[config.mk]
export PLATFORM = sky130hd
export DESIGN_NAME = int_ctrl
export DESIGN_NICKNAME = d
export VERILOG_FILES = /design/src/rtl/int_ctrl.sv
export SDC_FILE = /design/constraint.sdc
export NUM_CORES = 1
export LEC_CHECK = 0
export BUFFER_PORTS_ARGS = -buffer_cell sky130_fd_sc_hd__buf_2
export CAP_MARGIN = 15
export CELL_PAD_IN_SITES_DETAIL_PLACEMENT = 0
export CELL_PAD_IN_SITES_GLOBAL_PLACEMENT = 1
export CORE_ASPECT_RATIO = 1.2
export CORE_MARGIN = 5
export CORE_UTILIZATION = 26
export CTS_BUF_LIST = sky130_fd_sc_hd__clkbuf_4 sky130_fd_sc_hd__clkbuf_8
export DETAILED_ROUTE_END_ITERATION = 10
export PLACE_DENSITY = 0.77
export SYNTH_ARGS = -nofsm -noshare
export SYNTH_HDL_FRONTEND = slang
export SYNTH_SLANG_ARGS = --single-unit
[constraint.sdc]
create_clock -name clk -period 1.46 [get_ports clk]
set_input_delay 0.146 -clock clk [delete_from_list [all_inputs] [get_ports clk]]
set_output_delay 0.146 -clock clk [all_outputs]
set_load 0.05 [all_outputs]
[src/rtl/int_ctrl.sv]
// int_ctrl: six-source interrupt controller with pend/mask/mode/current registers
// and an IDLE -> REQ -> SERVICE handshake towards the CPU.
// Optional feature macro INT_CTRL_EDGE_EN: per-source edge mode (MODE register,
// rising-edge latching with PEND write-1-to-clear). Without it every source is level.
module int_ctrl (
   input  logic        clk,
   input  logic        reset,
   input  logic [5:0]  irq_in,
   input  logic [1:0]  Addr,
   input  logic        WE,
   input  logic [31:0] Din,
   output logic [31:0] Dout,
   input  logic        int_ack,
   output logic        int_req,
   output logic [2:0]  int_code
);

   localparam int unsigned N_SRC  = 6;
   localparam int unsigned ID_W   = 3;
   localparam int unsigned DATA_W = 32;

   typedef enum logic [1:0] {
      IDLE    = 2'd0,
      REQ     = 2'd1,
      SERVICE = 2'd2
   } state_e;

   state_e            state_q, state_d;
   logic [N_SRC-1:0]  pend_q, pend_d;
   logic [N_SRC-1:0]  mask_q, mask_d;
   logic [N_SRC-1:0]  mode_rd_c;
   logic [N_SRC-1:0]  active_c;
   logic              cur_valid_q, cur_valid_d;
   logic [ID_W-1:0]   cur_id_q, cur_id_d;
   logic              int_req_q, int_req_d;
   logic [ID_W-1:0]   code_c;
   logic              wr_mask_c;
   logic              eoi_c;
   logic              take_ack_c;
   logic              unused_din_c;

   assign wr_mask_c    = WE && (Addr == 2'd1);
   assign eoi_c        = WE && (Addr == 2'd3);
   assign active_c     = pend_q & mask_q;
   assign take_ack_c   = (state_q == REQ) && (active_c != '0) && int_ack;
   assign unused_din_c = ^Din[DATA_W-1:N_SRC];

   // Lowest-index pending and enabled source wins; zero when nothing is active
   always_comb begin
      code_c = '0;
      for (int i = int'(N_SRC) - 1; i >= 0; i--) begin
         if (active_c[i]) code_c = ID_W'(i);
      end
   end

`ifdef INT_CTRL_EDGE_EN
   logic [N_SRC-1:0] irq_q;
   logic [N_SRC-1:0] mode_q, mode_d;
   logic [N_SRC-1:0] rise_c, clr_c, ack_clr_c;
   logic             wr_pend_c, wr_mode_c;

   assign wr_pend_c = WE && (Addr == 2'd0);
   assign wr_mode_c = WE && (Addr == 2'd2);

   // Edge bits: a new rising edge beats any clear; ack clear and W1C both only clear
   always_comb begin
      rise_c    = irq_in & ~irq_q;
      ack_clr_c = take_ack_c ? (N_SRC'(1) << code_c) : '0;
      clr_c     = (wr_pend_c ? Din[N_SRC-1:0] : '0) | ack_clr_c;
      pend_d    = (mode_q & (rise_c | (pend_q & ~clr_c))) | (~mode_q & irq_in);
      mode_d    = wr_mode_c ? Din[N_SRC-1:0] : mode_q;
      mode_rd_c = mode_q;
   end

   // Previous-cycle source sample and mode register
   always_ff @(posedge clk or negedge reset) begin
      if (!reset) begin
         irq_q  <= '0;
         mode_q <= '0;
      end else begin
         irq_q  <= irq_in;
         mode_q <= mode_d;
      end
   end
`else
   // Level-only build: pending simply follows the sampled sources
   always_comb begin
      pend_d    = irq_in;
      mode_rd_c = '0;
   end
`endif

   // Mask register update
   always_comb begin
      mask_d = mask_q;
      if (wr_mask_c) mask_d = Din[N_SRC-1:0];
   end

   // Request handshake: next state, in-service capture and request flag
   always_comb begin
      state_d     = state_q;
      cur_valid_d = cur_valid_q;
      cur_id_d    = cur_id_q;
      case (state_q)
         IDLE: begin
            if (active_c != '0) state_d = REQ;
         end
         REQ: begin
            if (active_c == '0) begin
               state_d = IDLE;
            end else if (take_ack_c) begin
               state_d     = SERVICE;
               cur_valid_d = 1'b1;
               cur_id_d    = code_c;
            end
         end
         SERVICE: begin
            if (eoi_c) begin
               state_d     = IDLE;
               cur_valid_d = 1'b0;
               cur_id_d    = '0;
            end
         end
         default: state_d = IDLE;
      endcase
      int_req_d = (state_d == REQ);
   end

   // State and register bank
   always_ff @(posedge clk or negedge reset) begin
      if (!reset) begin
         state_q     <= IDLE;
         pend_q      <= '0;
         mask_q      <= '0;
         cur_valid_q <= 1'b0;
         cur_id_q    <= '0;
         int_req_q   <= 1'b0;
      end else begin
         state_q     <= state_d;
         pend_q      <= pend_d;
         mask_q      <= mask_d;
         cur_valid_q <= cur_valid_d;
         cur_id_q    <= cur_id_d;
         int_req_q   <= int_req_d;
      end
   end

   // Read mux of the pre-edge register contents
   always_comb begin
      Dout = '0;
      case (Addr)
         2'd0:    Dout[N_SRC-1:0] = pend_q;
         2'd1:    Dout[N_SRC-1:0] = mask_q;
         2'd2:    Dout[N_SRC-1:0] = mode_rd_c;
         2'd3:    Dout[ID_W:0]    = {cur_valid_q, cur_id_q};
         default: Dout = '0;
      endcase
   end

   assign int_req  = int_req_q;
   assign int_code = code_c;

endmodule

==> flow_summary.json <==
{
  "grt_pass1_wl_um": 4110,
  "worstReg2RegStart": "mask_q[0]",
  "drt-total-wl_um": 2520,
  "worst-setup-path-type": "register to output pin",
  "nets": 199,
  "yosysWarnings": 0,
  "gp_congestion": 0.773,
  "vdd.ir_drop.worst_mv": 0.738,
  "wire_per_inst_um": 12.1,
  "synthCells": 101,
  "cts_tree": "yes",
  "fin_crit_ns": 1.58,
  "critical_path_required_ns": 1.31,
  "yosys.area.top_type": "dfrtp_1",
  "violations": "setup timing",
  "cts_buffer_depth": 2,
  "dp_worst_setup_slack_ns": -0.00445,
  "cp_num_cells": 4,
  "fin_tns_setup_ns": -0.296,
  "clk_pin_slew_ns": 0.07,
  "max-cap-violations": 0,
  "endpoint_kind": "output pin",
  "power-per-cell-area_mw_per_mm2": 1390,
  "placed_cell_area_mm2": 0.00129,
  "grt-ovfl-total": 0,
  "antenna_left": 0,
  "dp_hpwl_um": 1920,
  "via_count": 849,
  "clockRootBuffer": "clkbuf_8",
  "dp_cells": 194,
  "critPathTopFamily": "flip-flops",
  "crit_top_cell": "buf_6",
  "layout.cells.most_common": "conb_1",
  "timing.final.crit_share_pct": 108,
  "die_h_um": 80.3,
  "status": "finished with violations",
  "synth_top_area_share_pct": 44.4,
  "grt_use_total_pct": 9.85,
  "postLayoutCellArea_mm2": 0.00151,
  "fp.dieArea_mm2": 0.00551,
  "rsz0062_at_grt": "yes",
  "setup_viol": 6,
  "yosysSeqAreaShare_pct": 44.4,
  "critical_path_buf_inv_count": 2,
  "arrival_ns": 1.44,
  "whs_ns": 0.123,
  "cts_max_level": 1,
  "power.leakage_nw": 0.742,
  "io_pins": 80,
  "area_growth_pct": 40.9,
  "power.share.switching_pct": 41.0,
  "netlist_area_mm2": 0.00107,
  "grt_start_max_net_pins": 20,
  "p_int_mw": 1.24,
  "r2r_setup_slack_ns": -0.04,
  "finalPower_mw": 2.10,
  "grt_pass1_vias": 921,
  "crit_start": "mask_q[0]",
  "synth-seq-cells": 19,
  "cts_buffers": 3,
  "core_mm2": 0.00397,
  "path_cells": "a22o_1 -> buf_6 -> nor3b_4 -> buf_6",
  "final.fill_count": 395,
  "final_cell_mix": "conb_1 (26), buf_2 (24), dfrtp_1 (19)",
  "synth_area_leaders": "dfrtp_1 (44%), buf_4 (18%), mux2_2 (8.4%)",
  "cpPeakStageDelay_ns": 0.38,
  "p_sw_uw": 862,
  "rows": 25,
  "power_frac_comb_pct": 46.8,
  "cpMaxStageDelayCell": "dfrtp_1",
  "synth_cell_type_count": 23,
  "syn_avg_cell_area_um2": 10.6,
  "final_core_util_pct": 38.0,
  "initialDrtViolationCount": 11,
  "final_cells": 208,
  "drive_gt1_share_pct": 42.2,
  "die_x_um": 68.6,
  "seqPwrFrac_pct": 35.0,
  "crit_fanout": 3,
  "endpoint": "int_code[2]",
  "port_buffers": 27,
  "antenna_found_initial": 0,
  "drt-pass1-iter-count": 2,
  "max_freq_ghz": 0.632,
  "start_util_pct": 27.0,
  "vias_per_cell": 4.08,
  "clkSinkCount": 19,
  "r2r-end": "cur_id_q[0]",
  "hold_path_class": "primary input to register",
  "slew_viol_final": 0,
  "setup_slack_ns": -0.122,
  "diodes": 0,
  "finalHoldViolCount": 0,
  "p_clk_share_pct": 18.2,
  "drc": 0,
  "reg2regPathDepth": 5,
  "clkLatencyLatePin_ns": 0.25,
  "finClkSkew_ns": 0.00302,
  "start_kind": "register"
}
## state kept, by name, indices dropped and copies added, names as in the netlist
| name | count |
|---|---|
| cur_valid_q | 1 |
| cur_id_q | 3 |
| mask_q | 6 |
| state_q | 2 |
| int_req | 1 |
| pend_q | 6 |
## synthesized netlist by cell type
library cell	count
buf_4	26
dfrtp_1	19
mux2_2	8
mux2i_1	6
nand2_1	6
nand3_1	6
o21ai_0	6
a22o_1	3
nor2_1	3
nor3b_1	3
and2_0	2
nor3_2	2
a21o_1	1
a22oi_1	1
a2bb2oi_1	1
a32oi_1	1
and2_1	1
buf_2	1
clkbuf_1	1
conb_1	1
nand3b_1	1
or3b_1	1
or4_1	1
## layer usage
layer / routed length, um / part of all wire (%) / GRT usage (%)
met1: 870 / 35 / 9.84
met2: 1360 / 54 / 18.8
met3: 210 / 8.3 / 2.10
met4: 74 / 2.9 / 3.98
met5: 0 / 0 / 0
## worst min path at each step
stage	startpoint	endpoint	slack, ns	cells after the start
global route	Din[0]	mask_q[0]	0.12	2
global placement	reset	mask_q[3]	0.1	1
CTS	Din[0]	mask_q[0]	0.12	2
floorplan	reset	cur_id_q[0]	-0.15	0
detailed placement	reset	pend_q[2]	0.11	1
finish	Din[2]	mask_q[2]	0.12	2
## power by group through the flow
stage               registers, mW  logic [mW]  clock network (mW)
global route                0.750        1.06               0.411
detailed placement          0.743       0.864                   0
floorplan                   0.785       0.615                   0
global placement            0.734       0.843                   0
CTS                         0.734       0.934               0.393
finish                      0.736       0.984               0.382
## final cells by class
cell class	instances	area, um^2	share of cell area (%)
multi-input combinational	79	547	36.2
timing repair buffer	52	370	24.5
tap	54	67.6	4.48
clock buffer	4	48.8	3.23
sequential	19	475	31.5
## cells by family (layout without fill, tap and decap cells)
group | after synthesis | after routing | share of synthesized area, %
buffers and inverters | 28 | 56 | 19.0
AND/OR/NAND/NOR | 26 | 26 | 13.9
flip-flops | 19 | 19 | 44.4
multiplexers | 14 | 14 | 14.0
AO/OA/AOI/OAI | 13 | 13 | 8.30
other | 1 | 26 | 0.350
## repair_timing
item                                    4_1_cts  5_1_grt
endpoints found under the setup margin        6        7
endpoints found under the hold margin        25        0
buffers inserted                              3        2
hold buffers                                  7        0
pin swaps                                     6        5
gates resized for setup                      10        8
(Power assumes the default switching activity.)
